**config.mk**
```make
export PLATFORM = sky130hd
export DESIGN_NAME = axil_reg_slave_flat
export DESIGN_NICKNAME = d
export VERILOG_FILES = /design/src/rtl/axil_pkg.sv /design/src/rtl/axil_reg_slave_if.sv /design/src/rtl/axil_reg_bank.sv /design/src/rtl/axil_reg_slave.sv /design/src/flat_wrapper.sv
export SDC_FILE = /design/constraint.sdc
export NUM_CORES = 1
export LEC_CHECK = 0
export CAP_MARGIN = 20
export CORE_ASPECT_RATIO = 0.9
export CORE_MARGIN = 2
export CORE_UTILIZATION = 55
export DETAILED_ROUTE_END_ITERATION = 8
export MAX_ROUTING_LAYER = met4
export PLACE_DENSITY = 0.82
export SYNTH_ARGS = -nofsm -noshare
export SYNTH_HDL_FRONTEND = slang
export SYNTH_SLANG_ARGS = --single-unit
```
**constraint.sdc**
```tcl
create_clock -name ACLK -period 2.6 [get_ports ACLK]
set_input_delay 0.65 -clock ACLK [delete_from_list [all_inputs] [get_ports ACLK]]
set_output_delay 0.65 -clock ACLK [all_outputs]
set_load 0.05 [all_outputs]
```
**src/rtl/axil_pkg.sv**
```systemverilog
// Shared constants and FSM state types for the AXI4-Lite register slave.
// AXIL_REG_RO_ID_EN makes register 0 a read-only ID constant.
package axil_pkg;

    localparam logic [1:0]  RESP_OKAY   = 2'b00;
    localparam logic [1:0]  RESP_SLVERR = 2'b10;
    localparam logic [31:0] ID_VALUE    = 32'hA11E_0001;

    typedef enum logic [1:0] {
        W_IDLE,
        W_COMMIT,
        W_RESP
    } w_state_e;

    typedef enum logic {
        R_IDLE,
        R_DATA
    } r_state_e;

endpackage

```
**src/rtl/axil_reg_slave_if.sv**
```systemverilog
// AXI4-Lite bus bundle with master and slave views.
// Clock and reset are carried as plain ports, not in the bundle.
interface axil_reg_slave_if #(
    parameter int ADDR_WIDTH = 32
);
    logic                  AWVALID;
    logic                  AWREADY;
    logic [ADDR_WIDTH-1:0] AWADDR;
    logic [2:0]            AWPROT;
    logic                  WVALID;
    logic                  WREADY;
    logic [31:0]           WDATA;
    logic [3:0]            WSTRB;
    logic                  BVALID;
    logic                  BREADY;
    logic [1:0]            BRESP;
    logic                  ARVALID;
    logic                  ARREADY;
    logic [ADDR_WIDTH-1:0] ARADDR;
    logic [2:0]            ARPROT;
    logic                  RVALID;
    logic                  RREADY;
    logic [31:0]           RDATA;
    logic [1:0]            RRESP;

    modport master (
        output AWVALID, AWADDR, AWPROT,
        output WVALID, WDATA, WSTRB,
        output BREADY,
        output ARVALID, ARADDR, ARPROT,
        output RREADY,
        input  AWREADY, WREADY,
        input  BVALID, BRESP,
        input  ARREADY,
        input  RVALID, RDATA, RRESP
    );

    modport slave (
        input  AWVALID, AWADDR, AWPROT,
        input  WVALID, WDATA, WSTRB,
        input  BREADY,
        input  ARVALID, ARADDR, ARPROT,
        input  RREADY,
        output AWREADY, WREADY,
        output BVALID, BRESP,
        output ARREADY,
        output RVALID, RDATA, RRESP
    );

endinterface

```
**src/rtl/axil_reg_bank.sv**
```systemverilog
// Register storage: byte-enable write, combinational read.
// AXIL_REG_RO_ID_EN overrides index 0 reads with ID_VALUE.
module axil_reg_bank
    import axil_pkg::*;
#(
    parameter int NUM_REGS = 8,
    parameter int IDX_W    = $clog2(NUM_REGS)
) (
    input  logic             clk,
    input  logic             rst,
    input  logic             we,
    input  logic [IDX_W-1:0] widx,
    input  logic [31:0]      wdata,
    input  logic [3:0]       wstrb,
    input  logic [IDX_W-1:0] ridx,
    output logic [31:0]      rdata
);

    logic [31:0] mem [NUM_REGS];

    always_ff @(posedge clk) begin
        if (rst) begin
            for (int i = 0; i < NUM_REGS; i++) begin
                mem[i] <= '0;
            end
        end else if (we) begin
            for (int k = 0; k < 4; k++) begin
                if (wstrb[k]) begin
                    mem[widx][8*k +: 8] <= wdata[8*k +: 8];
                end
            end
        end
    end

    always_comb begin
        rdata = mem[ridx];
`ifdef AXIL_REG_RO_ID_EN
        if (ridx == '0) begin
            rdata = ID_VALUE;
        end
`endif
    end

endmodule

```
**src/rtl/axil_reg_slave.sv**
```systemverilog
// AXI4-Lite slave over a bank of NUM_REGS 32-bit registers.
// Define AXIL_REG_RO_ID_EN for a read-only ID at register 0.
module axil_reg_slave
    import axil_pkg::*;
#(
    parameter int ADDR_WIDTH = 32,
    parameter int DATA_WIDTH = 32,
    parameter int NUM_REGS   = 8
) (
    input  logic              ACLK,
    input  logic              ARESET,
    axil_reg_slave_if.slave   s
);

    localparam int IDX_W = $clog2(NUM_REGS);

    if (DATA_WIDTH != 32) begin : g_bad_dw
        $error("axil_reg_slave: DATA_WIDTH must be 32");
    end
    if (NUM_REGS < 2 || NUM_REGS > 256 || (1 << IDX_W) != NUM_REGS) begin : g_bad_nr
        $error("axil_reg_slave: NUM_REGS must be a power of two in 2..256");
    end

    function automatic logic in_range(input logic [ADDR_WIDTH-1:0] a);
        return (a >> (IDX_W + 2)) == '0;
    endfunction

    w_state_e w_state, w_next;
    r_state_e r_state, r_next;

    logic                  aw_held, w_held;
    logic [ADDR_WIDTH-1:0] aw_addr;
    logic [31:0]           w_data;
    logic [3:0]            w_strb;
    logic [1:0]            bresp;
    logic [31:0]           rdata;
    logic [1:0]            rresp;

    logic aw_fire, w_fire, b_fire, ar_fire, r_fire;
    logic commit, wr_ok, bank_we;
    logic [31:0] bank_rdata;

    // Readies are forced low while reset is asserted.
    assign s.AWREADY = (w_state == W_IDLE) && !aw_held && !ARESET;
    assign s.WREADY  = (w_state == W_IDLE) && !w_held && !ARESET;
    assign s.BVALID  = (w_state == W_RESP);
    assign s.BRESP   = bresp;
    assign s.ARREADY = (r_state == R_IDLE) && !ARESET;
    assign s.RVALID  = (r_state == R_DATA);
    assign s.RDATA   = rdata;
    assign s.RRESP   = rresp;

    assign aw_fire = s.AWVALID && s.AWREADY;
    assign w_fire  = s.WVALID && s.WREADY;
    assign b_fire  = s.BVALID && s.BREADY;
    assign ar_fire = s.ARVALID && s.ARREADY;
    assign r_fire  = s.RVALID && s.RREADY;

    assign commit = (w_state == W_COMMIT);

`ifdef AXIL_REG_RO_ID_EN
    assign wr_ok = in_range(aw_addr) && (aw_addr[IDX_W+1:2] != '0);
`else
    assign wr_ok = in_range(aw_addr);
`endif
    assign bank_we = commit && wr_ok;

    always_comb begin
        w_next = w_state;
        unique case (w_state)
            W_IDLE: begin
                if ((aw_held || aw_fire) && (w_held || w_fire)) begin
                    w_next = W_COMMIT;
                end
            end
            W_COMMIT: w_next = W_RESP;
            W_RESP: begin
                if (s.BREADY) begin
                    w_next = W_IDLE;
                end
            end
            default: w_next = W_IDLE;
        endcase
    end

    always_ff @(posedge ACLK) begin
        if (ARESET) begin
            w_state <= W_IDLE;
            aw_held <= 1'b0;
            w_held  <= 1'b0;
            aw_addr <= '0;
            w_data  <= '0;
            w_strb  <= '0;
            bresp   <= RESP_OKAY;
        end else begin
            w_state <= w_next;
            if (aw_fire) begin
                aw_held <= 1'b1;
                aw_addr <= s.AWADDR;
            end
            if (w_fire) begin
                w_held <= 1'b1;
                w_data <= s.WDATA;
                w_strb <= s.WSTRB;
            end
            if (commit) begin
                bresp <= wr_ok ? RESP_OKAY : RESP_SLVERR;
            end
            if (b_fire) begin
                aw_held <= 1'b0;
                w_held  <= 1'b0;
            end
        end
    end

    always_comb begin
        r_next = r_state;
        unique case (r_state)
            R_IDLE: if (ar_fire) r_next = R_DATA;
            R_DATA: if (r_fire) r_next = R_IDLE;
            default: r_next = R_IDLE;
        endcase
    end

    // Bank read is combinational, so a same-edge commit yields old data.
    always_ff @(posedge ACLK) begin
        if (ARESET) begin
            r_state <= R_IDLE;
            rdata   <= '0;
            rresp   <= RESP_OKAY;
        end else begin
            r_state <= r_next;
            if (ar_fire) begin
                rdata <= in_range(s.ARADDR) ? bank_rdata : '0;
                rresp <= in_range(s.ARADDR) ? RESP_OKAY : RESP_SLVERR;
            end
        end
    end

    axil_reg_bank #(
        .NUM_REGS (NUM_REGS),
        .IDX_W    (IDX_W)
    ) u_bank (
        .clk   (ACLK),
        .rst   (ARESET),
        .we    (bank_we),
        .widx  (aw_addr[IDX_W+1:2]),
        .wdata (w_data),
        .wstrb (w_strb),
        .ridx  (s.ARADDR[IDX_W+1:2]),
        .rdata (bank_rdata)
    );

    logic unused_ok;
    assign unused_ok = ^{s.AWPROT, s.ARPROT, s.ARADDR[1:0], aw_addr[1:0]};

endmodule

```
**src/flat_wrapper.sv**
```systemverilog
// flat-port wrapper written by rule: the top's interface ports become plain ports
module axil_reg_slave_flat import axil_pkg::*;
#(
    parameter int ADDR_WIDTH = 32,
    parameter int DATA_WIDTH = 32,
    parameter int NUM_REGS   = 8
)
  (ACLK, ARESET, s_AWVALID, s_AWADDR, s_AWPROT, s_WVALID, s_WDATA, s_WSTRB, s_BREADY, s_ARVALID, s_ARADDR, s_ARPROT, s_RREADY, s_AWREADY, s_WREADY, s_BVALID, s_BRESP, s_ARREADY, s_RVALID, s_RDATA, s_RRESP);
  axil_reg_slave_if #(.ADDR_WIDTH(ADDR_WIDTH)) s_i ();
  input  logic ACLK;
  input  logic ARESET;
  input wire logic [$bits(s_i.AWVALID)-1:0] s_AWVALID;
  input wire logic [$bits(s_i.AWADDR)-1:0] s_AWADDR;
  input wire logic [$bits(s_i.AWPROT)-1:0] s_AWPROT;
  input wire logic [$bits(s_i.WVALID)-1:0] s_WVALID;
  input wire logic [$bits(s_i.WDATA)-1:0] s_WDATA;
  input wire logic [$bits(s_i.WSTRB)-1:0] s_WSTRB;
  input wire logic [$bits(s_i.BREADY)-1:0] s_BREADY;
  input wire logic [$bits(s_i.ARVALID)-1:0] s_ARVALID;
  input wire logic [$bits(s_i.ARADDR)-1:0] s_ARADDR;
  input wire logic [$bits(s_i.ARPROT)-1:0] s_ARPROT;
  input wire logic [$bits(s_i.RREADY)-1:0] s_RREADY;
  output wire logic [$bits(s_i.AWREADY)-1:0] s_AWREADY;
  output wire logic [$bits(s_i.WREADY)-1:0] s_WREADY;
  output wire logic [$bits(s_i.BVALID)-1:0] s_BVALID;
  output wire logic [$bits(s_i.BRESP)-1:0] s_BRESP;
  output wire logic [$bits(s_i.ARREADY)-1:0] s_ARREADY;
  output wire logic [$bits(s_i.RVALID)-1:0] s_RVALID;
  output wire logic [$bits(s_i.RDATA)-1:0] s_RDATA;
  output wire logic [$bits(s_i.RRESP)-1:0] s_RRESP;
  assign s_i.AWVALID = s_AWVALID;
  assign s_i.AWADDR = s_AWADDR;
  assign s_i.AWPROT = s_AWPROT;
  assign s_i.WVALID = s_WVALID;
  assign s_i.WDATA = s_WDATA;
  assign s_i.WSTRB = s_WSTRB;
  assign s_i.BREADY = s_BREADY;
  assign s_i.ARVALID = s_ARVALID;
  assign s_i.ARADDR = s_ARADDR;
  assign s_i.ARPROT = s_ARPROT;
  assign s_i.RREADY = s_RREADY;
  assign s_AWREADY = s_i.AWREADY;
  assign s_WREADY = s_i.WREADY;
  assign s_BVALID = s_i.BVALID;
  assign s_BRESP = s_i.BRESP;
  assign s_ARREADY = s_i.ARREADY;
  assign s_RVALID = s_i.RVALID;
  assign s_RDATA = s_i.RDATA;
  assign s_RRESP = s_i.RRESP;
  axil_reg_slave #(.ADDR_WIDTH(ADDR_WIDTH), .DATA_WIDTH(DATA_WIDTH), .NUM_REGS(NUM_REGS)) u_core (.ACLK(ACLK), .ARESET(ARESET), .s(s_i));
endmodule
```
==> flow_summary.toml, run 1 <==
[synth]
ys_ff_latch = 361
synth.distinct_cells = 35
synth_fa_ha_area_share_pct = 0
syn-cell-area_um2 = 15200
postSynthAreaPerCell_um2 = 12.2
yosysWarnings = 0
synthMuxAreaShare_pct = 11.6
synth_top_family_by_area = "simple AND/OR/NAND/NOR gates"
synth-simple-area-share_pct = 15.4
synth_xor_area_share_pct = 0
synthesis.instances = 1245
ys_seq_area_share_pct = 64.2
synth_compound_area_share_pct = 5.31

[timing]
setup_viol = 0
whs_ns = 0.452
fin_crit_sh_pct = 93.8
finalHoldViolCount = 0
slew_violations = 0
rsz0062_at_grt = "no"
relSlewSlack_pct = 62.1
clock.fmax_mhz = 410
worstMarginPinSlew_ns = 0.569
min_period_ns = 2.44
skew_ns = 0.0140
setup_tns_ns = 0

[cts]
insertion_delay_ns = 0.53
cts_made_buffers = 36
clkTransAtPathRegs_ns = 0.06
htreeDepth = 2
cts_sinks = 361
cts_tree = "yes"
clockBufferDepth = 3
cts_root_buf = "clkbuf_16"

[power]
power_uw = 12400
p_leak_uw = 0.00615
max-vdd-ir-drop_mv = 0.403
powerDensity_nw_per_um2 = 682

[drt]
routed-via-count = 10400
ant_nets = 0
first_iter_violations = 883
drt_wl_total_mm = 37.1
firstDrtPassIters = 5
post_drt_wl_per_cell_um = 21.1
remaining_drc_errors = 0
vias_per_cell = 5.89

[die]
die_area_um2 = 29100
die_w_um = 179
start_util_pct = 56.2
placementRows = 57
die_h_um = 162
coreArea_um2 = 27100
num_io_pins = 154

[final_layout]
mostFrequentLayoutCell = "nor2_1"
area_growth_pct = 19.4
stdcell_area_um2 = 18200
fin_util_pct = 67.2
drive_gt1_share_pct = 14.1
final_cell_mix = "263 x nor2_1, 256 x edfxtp_1, 203 x nand2_1"
finalNetCount = 1491

[global_route]
grt_pass1_wl_mm = 57.8
grt_use_total_pct = 26.7
overflow = 0
grt_max_degree = 81
grt_antenna_before_repair = 1
grt_pass1_vias = 10600

[worst_setup_path]
start_kind = "flop"
crit_slowest_cell = "dlygate4sd2_1"
worstPathCellList = "nor2b_1 -> dlygate4sd2_1"
max_stage_delay_ns = 0.56
reg2reg_depth = 5
cp.required_ns = 1.95
r2r_slack_ns = 0.18
reg2reg_to = "u_core.u_bank.mem[6][3]"
cp_max_fo = 5
crit_arrival_ns = 1.79
path_class = "reg2out"
r2r-start = "u_core.aw_addr[19]"
critPathCaptureType = "output port"

[worst_hold_path]
holdPathEnd = "u_core.aw_addr[28]"
hold_path_class = "reg2reg"
worstHoldPathCells = 2
hp-start = "u_core.aw_addr[28]"

[placed_design]
place_area_um2 = 17100
io_buffers = 141
dp_hpwl_mm = 23.7
gp_congestion = 0.776

[status]
status = "finished clean"

[run]
max_cap_viol_count = 0
-- Yosys cell counts (all sizes together) --
library cell,n,area [um2]
a211oi,1,7.51
a21o,8,60.1
a21oi,101,505
a31o,12,105
a41o,8,80.1
and2,2,12.5
and2b,1,7.51
and4,2,17.5
buf,52,350
clkbuf,47,176
conb,1,3.75
dfxtp,105,2100
edfxtp,256,7690
inv,2,7.51
mux2i,32,320
mux4,64,1440
nand2,203,762
nand2b,3,18.8
nand4,5,37.5
nand4b,1,23.8
nor2,263,987
nor2b,9,56.3
nor3,5,25.0
nor4,15,131
o21a,2,15.0
o21bai,4,30.0
o22ai,1,6.26
or3,33,206
or3b,1,8.76
or4,6,45.0
-- how the worst max path moves through the flow --
stage	from	end	slack, ns	cells after the start
3_3_place_gp	s_ARVALID	u_core.s.RDATA[16]	0.16	6
5_1_grt	u_core.aw_addr[19]	u_core.u_bank.mem[6][0]	0.007	5
6_report	u_core.w_state[1]	s_BVALID	0.16	2
2_1_floorplan	ARESET	u_core.w_data[20]	-0.02	7
4_1_cts	u_core.w_state[1]	s_BVALID	0.14	2
3_5_place_dp	s_ARVALID	u_core.s.RDATA[14]	0.1	6
-- power breakdown --
group / internal [uW] / leakage (uW) / switching (uW)
registers: 6340 / 0.00350 / 94.7
clock network: 2890 / 0.000568 / 2120
logic: 443 / 0.00209 / 522
total: 9670 / 0.00615 / 2730
-- flip-flops by register name (all words and copies together), names as in the netlist --
register           count
u_core.u_bank.mem    256
u_core.aw_held         1
u_core.s.RVALID        1
u_core.w_held          1
u_core.s.BRESP         1
u_core.s.RRESP         1
u_core.aw_addr        30
u_core.s.RDATA        32
u_core.w_state         2
u_core.w_strb          4
u_core.w_data         32
-- logic make-up after synthesis --
kind of cell | Yosys count
muxes | 96
buffers and inverters | 101
DFF | 361
other | 1
AOI/OAI and AO/OA | 137
and+or+nand+nor | 549
-- routing by layer --
| metal | vias up | share of wire (%) | GRT usage, % |
|---|---|---|---|
| met5 | - | 0 | - |
| met4 | 0 | 2.9 | 9.68 |
| met3 | 85 | 11 | 6.39 |
| met2 | 550 | 50 | 44.0 |
| met1 | 5031 | 37 | 32.4 |
| li1 | 4708 | - | - |
-- area by class of cell --
class / count / area, um2
Antenna cell: 2 / 5.00
Clock buffer: 45 / 987
Clock inverter: 20 / 148
Fill cell: 1924 / 8900
Inverter: 2 / 7.51
Multi-Input combinational cell: 784 / 4930
Sequential cell: 361 / 9790
Tap cell: 354 / 443
Timing Repair Buffer: 193 / 1890
-- repair_timing --
action,CTS,global route
gates resized for setup,1,0
endpoints found under the setup margin,1,0
setup buffers,0,0
hold buffers,0,0
-- stage by stage --
step           instances  setup slack, ns
3_5_place_dp        1694           0.0987
2_1_floorplan       1246          -0.0230
6_report            1761            0.161
3_3_place_gp        1694            0.161
5_1_grt             1760          0.00726
4_1_cts             1759            0.138
-- critical path, delay by kind of cell, from the launching register on --
family	cells	cell delay, ns
and+or+nand+nor	1	0.26
DFF	1	0.44
buffers and inverters	1	0.56
No activity file was read; power rests on OpenSTA's default activity.
==> inputs of run 2 (changes only) <==
--- a/config.mk
+++ b/config.mk
@@ -9,6 +9,7 @@
 export CORE_ASPECT_RATIO = 0.9
 export CORE_MARGIN = 2
 export CORE_UTILIZATION = 55
+export CTS_BUF_LIST = sky130_fd_sc_hd__clkbuf_8 sky130_fd_sc_hd__clkbuf_16
 export DETAILED_ROUTE_END_ITERATION = 8
 export MAX_ROUTING_LAYER = met4
 export PLACE_DENSITY = 0.82
==> flow_summary.toml, run 2 (synthesis gave the netlist of run 1 again) <==
[timing]
skew_ns = 0.0131
min_period_ns = 2.44
rsz0062_at_grt = "no"
setup_ws_ns = 0.155
finalHoldViolCount = 0
slew_violations = 0
setup_viol = 0
relSlewSlack_pct = 61.3
fin_crit_sh_pct = 94.0
worstMarginPinSlew_ns = 0.580
clock.fmax_mhz = 409

[drt]
drt_wl_total_mm = 37.2
ant_nets = 0
firstDrtPassIters = 5
post_drt_wl_per_cell_um = 21.1
vias_per_cell = 5.90
routed-via-count = 10400
remaining_drc_errors = 0
first_iter_violations = 910

[status]
status = "finished clean"

[final_layout]
mostFrequentLayoutCell = "nor2_1"
finalNetCount = 1491
regMostFlops = "u_core.u_bank.mem"
drive_gt1_share_pct = 14.0
area_growth_pct = 19.4
fillers = 1923
final_cell_mix = "263 x nor2_1, 256 x edfxtp_1, 203 x nand2_1"
largest_reg_flops = 256

[power]
max-vdd-ir-drop_mv = 0.396
clock_power_share_pct = 40.3
powerDensity_nw_per_um2 = 681
p_leak_uw = 0.00617
p_seq_share_pct = 51.9
switching_share_pct = 22.2
internal-power_uw = 9650
power.switching_uw = 2750
power_uw = 12400
power_frac_comb_pct = 7.8

[cts]
cts_hold_buffers = 0
insertion_delay_ns = 0.53
cts_setup_buffers = 0
clockBufferDepth = 3
cts_sinks = 361
cts_made_buffers = 36
clkTransAtPathRegs_ns = 0.06
cts_resized = 1
cts_tree = "yes"
htreeDepth = 2
cts_root_buf = "clkbuf_16"

[worst_setup_path]
path_class = "reg2out"
start_kind = "flop"
r2r-start = "u_core.aw_addr[19]"
cp.required_ns = 1.95
cp_max_fo = 5
reg2reg_depth = 5
r2r_slack_ns = 0.16
crit_arrival_ns = 1.79
crit_start = "u_core.w_state[1]"
critPathCaptureType = "output port"
reg2reg_to = "u_core.u_bank.mem[6][3]"

[placed_design]
dp_slack_ns = 0.0987
dp_hpwl_mm = 23.7
io_buffers = 141
gp_congestion = 0.776

[die]
die_w_um = 179
die_area_um2 = 29100
start_util_pct = 56.2
num_io_pins = 154
placementRows = 57
coreArea_um2 = 27100
die_h_um = 162

[worst_hold_path]
hold_path_class = "reg2reg"
holdPathEnd = "u_core.aw_addr[28]"
hp-start = "u_core.aw_addr[28]"
worstHoldPathCells = 2

[global_route]
grt_pass1_vias = 10600
grt_pass1_wl_mm = 57.8
overflow = 0
grt_antenna_before_repair = 1
grt_max_degree = 81
grt_use_total_pct = 26.7

[run]
max_cap_viol_count = 0
run 2: worst max path at each step:
stage / end / cells after the start
finish: s_BVALID / 2
global route: u_core.u_bank.mem[6][0] / 5
CTS: s_BVALID / 2
detailed placement: u_core.s.RDATA[14] / 6
global placement: u_core.s.RDATA[16] / 6
floorplan: u_core.w_data[20] / 7
run 2: power by group through the flow:
stage / clock network (uW) / logic (uW) / registers [uW]
2_1_floorplan: 0 / 558 / 6520
3_3_place_gp: 0 / 935 / 6530
3_5_place_dp: 0 / 959 / 6550
4_1_cts: 5050 / 966 / 6430
5_1_grt: 5280 / 1040 / 6440
6_report: 5000 / 967 / 6430
run 2: layer usage:
layer	GRT usage, %	part of all wire, %	vias up
li1	-	-	4705
met1	32.4	37	4997
met2	44.0	50	597
met3	6.39	11	88
met4	9.68	2.8	0
met5	-	0	-
run 2: per-stage QoR:
stage                     cells  instance area, um2  util, %  TNS (ns)  hold slack, ns
final                      1760               18200     67.1         0           0.451
after global routing       1760               18200     67.1         0           0.466
after CTS                  1759               18200     67.1         0           0.454
after floorplan            1246               15300        -    -0.655           0.436
after global placement     1694               17100     63.0         0           0.443
after detailed placement   1694               17100     63.0         0           0.446
run 2: final cells by class:
cell class                      instances  area (um2)  area share (%)
Tap cell                              354         443            2.43
Multi-Input combinational cell        784        4930            27.1
Clock buffer                           40         967            5.31
Inverter                                2        7.51          0.0413
Clock inverter                         25         166           0.914
Timing Repair Buffer                  193        1890            10.4
Antenna cell                            1        2.50          0.0138
Sequential cell                       361        9790            53.8
run 2: critical path, cell delays in order, from the launching register on:
cell           delay [ns]
dfxtp_1              0.44
nor2b_1              0.26
dlygate4sd2_1        0.56
==> inputs of run 3 (changes only) <==
--- a/config.mk
+++ b/config.mk
@@ -8,11 +8,11 @@
 export CAP_MARGIN = 20
 export CORE_ASPECT_RATIO = 0.9
 export CORE_MARGIN = 2
-export CORE_UTILIZATION = 55
+export CORE_UTILIZATION = 57
 export CTS_BUF_LIST = sky130_fd_sc_hd__clkbuf_8 sky130_fd_sc_hd__clkbuf_16
 export DETAILED_ROUTE_END_ITERATION = 8
 export MAX_ROUTING_LAYER = met4
-export PLACE_DENSITY = 0.82
+export PLACE_DENSITY = 0.85
 export SYNTH_ARGS = -nofsm -noshare
 export SYNTH_HDL_FRONTEND = slang
 export SYNTH_SLANG_ARGS = --single-unit
==> flow_summary.toml, run 3 (synthesis gave the netlist of run 1 again) <==
[status]
status = "finished clean"

[worst_setup_path]
path_class = "reg2reg"
r2r_slack_ns = 0.12
reg2reg_depth = 5
critPathBufInv = 1
cp.required_ns = 2.75
worstPathCellList = "nor4_2 -> nand4_1 -> nor3_1 -> buf_4 -> a21o_1"
cp.depth = 5
cpLargestDelayFamily = "simple AND/OR/NAND/NOR gates"
crit_arrival_ns = 2.63
max_stage_delay_ns = 0.44
start_kind = "flop"
cp_max_fo = 10
r2r-start = "u_core.aw_addr[19]"
critPathCaptureType = "flop"
crit_slowest_cell = "nor3_1"
reg2reg_to = "u_core.u_bank.mem[4][21]"

[timing]
min_period_ns = 2.48
relSlewSlack_pct = 37.8
skew_ns = 0.0134
setup_ws_ns = 0.123
rsz0062_at_grt = "no"
finalHoldViolCount = 0
fin_crit_sh_pct = 95.3
slew_violations = 0
worstMarginPinSlew_ns = 0.932
setup_viol = 0
clock.fmax_mhz = 404

[cts]
cts_tree = "yes"
cts_made_buffers = 36
htreeDepth = 2
cts_root_buf = "clkbuf_16"
cts_sinks = 361
clkTransAtPathRegs_ns = 0.06
insertion_delay_ns = 0.52
cts_resized = 1
cts_setup_buffers = 0
cts_hold_buffers = 0
clockBufferDepth = 3

[run]
max_cap_viol_count = 0

[power]
p_seq_share_pct = 50.7
switching_share_pct = 21.7
clock_power_share_pct = 41.6
power_frac_comb_pct = 7.7
internal-power_uw = 9940
power.switching_uw = 2760
max-vdd-ir-drop_mv = 0.483
p_leak_uw = 0.00617
powerDensity_nw_per_um2 = 697

[drt]
firstDrtPassIters = 5
routed-via-count = 10600
first_iter_violations = 1165
ant_nets = 0
post_drt_wl_per_cell_um = 22.2
drt_wl_total_mm = 38.7
remaining_drc_errors = 0
vias_per_cell = 6.07

[final_layout]
area_growth_pct = 19.6
final_cell_mix = "263 x nor2_1, 256 x edfxtp_1, 203 x nand2_1"
fin_util_pct = 69.6
drive_gt1_share_pct = 13.6
largest_reg_flops = 256
regMostFlops = "u_core.u_bank.mem"
finalNetCount = 1484
fillers = 1761
mostFrequentLayoutCell = "nor2_1"

[die]
coreArea_um2 = 26200
die_w_um = 176
num_io_pins = 154
start_util_pct = 58.2
placementRows = 56
die_area_um2 = 28100
die_h_um = 159

[placed_design]
dp_slack_ns = 0.0658
gp_congestion = 0.834
io_buffers = 141
dp_hpwl_mm = 24.4

[worst_hold_path]
hold_path_class = "reg2reg"
worstHoldPathCells = 2
holdPathEnd = "u_core.s.RDATA[4]"
hp-start = "u_core.s.RDATA[4]"

[global_route]
grt_pass1_wl_mm = 59.6
grt_max_degree = 39
overflow = 0
grt_pass1_vias = 11000
grt_antenna_before_repair = 2
grt_use_total_pct = 28.7
-- run 3: changes by cell type in the layout (fill, tap and decap cells not counted), sizes merged --
cell	previous run	this run
buf	59	52
clkinv	16	12
bufinv	2	5
inv	9	7
clkinvlp	0	1
diode	1	2
-- run 3: how the worst max path moves through the flow --
stage,startpoint,to,slack (ns)
after global placement,s_ARVALID,u_core.s.RDATA[19],0.15
after floorplan,ARESET,u_core.w_data[20],-0.02
after global routing,u_core.aw_addr[23],u_core.u_bank.mem[4][21],0.04
after CTS,u_core.w_state[1],s_BVALID,0.13
after detailed placement,s_ARADDR[28],u_core.s.RDATA[15],0.07
final,u_core.aw_addr[19],u_core.u_bank.mem[4][21],0.12
-- run 3: worst reg2reg max path: cells and delay by family (launching register included) --
family | cells | cell delay (ns)
AOI/OAI and AO/OA | 1 | 0.43
buffers and inverters | 1 | 0.25
DFF | 1 | 0.33
and+or+nand+nor | 3 | 1.12
-- run 3: metal layers --
layer / global-route usage (%) / vias up / share of wire (%)
met1: 34.6 / 5110 / 35
met4: 12.4 / 0 / 4.1
met3: 6.04 / 116 / 11
met5: - / - / 0
li1: - / 4683 / -
met2: 47.1 / 686 / 49
-- run 3: per-stage QoR --
stage	instances	area [um2]	total power [uW]	hold WS [ns]	setup TNS, ns
final	1746	18200	12700	0.452	0
after global routing	1745	18200	13000	0.470	0
after CTS	1744	18200	12700	0.455	0
after detailed placement	1681	17000	7510	0.447	0
after global placement	1681	17000	7470	0.438	0
after floorplan	1246	15300	7080	0.436	-0.655
-- run 3: power by group through the flow --
stage                     combinational (uW)  clock (uW)  sequential (uW)
after floorplan                          558           0             6520
after global placement                   938           0             6530
after detailed placement                 959           0             6550
after CTS                                973        5310             6430
after global routing                    1040        5520             6450
final                                    976        5290             6440
-- run 3: cell type report --
cell class,count,area (um2),share of cell area [%]
timing repair buffer,186,1860,10.2
clock buffer,40,967,5.31
sequential,361,9790,53.7
clock inverter,23,229,1.26
multi-input combinational,784,4930,27.1
tap,348,435,2.39
antenna,2,5.00,0.0275
inverter,2,7.51,0.0412
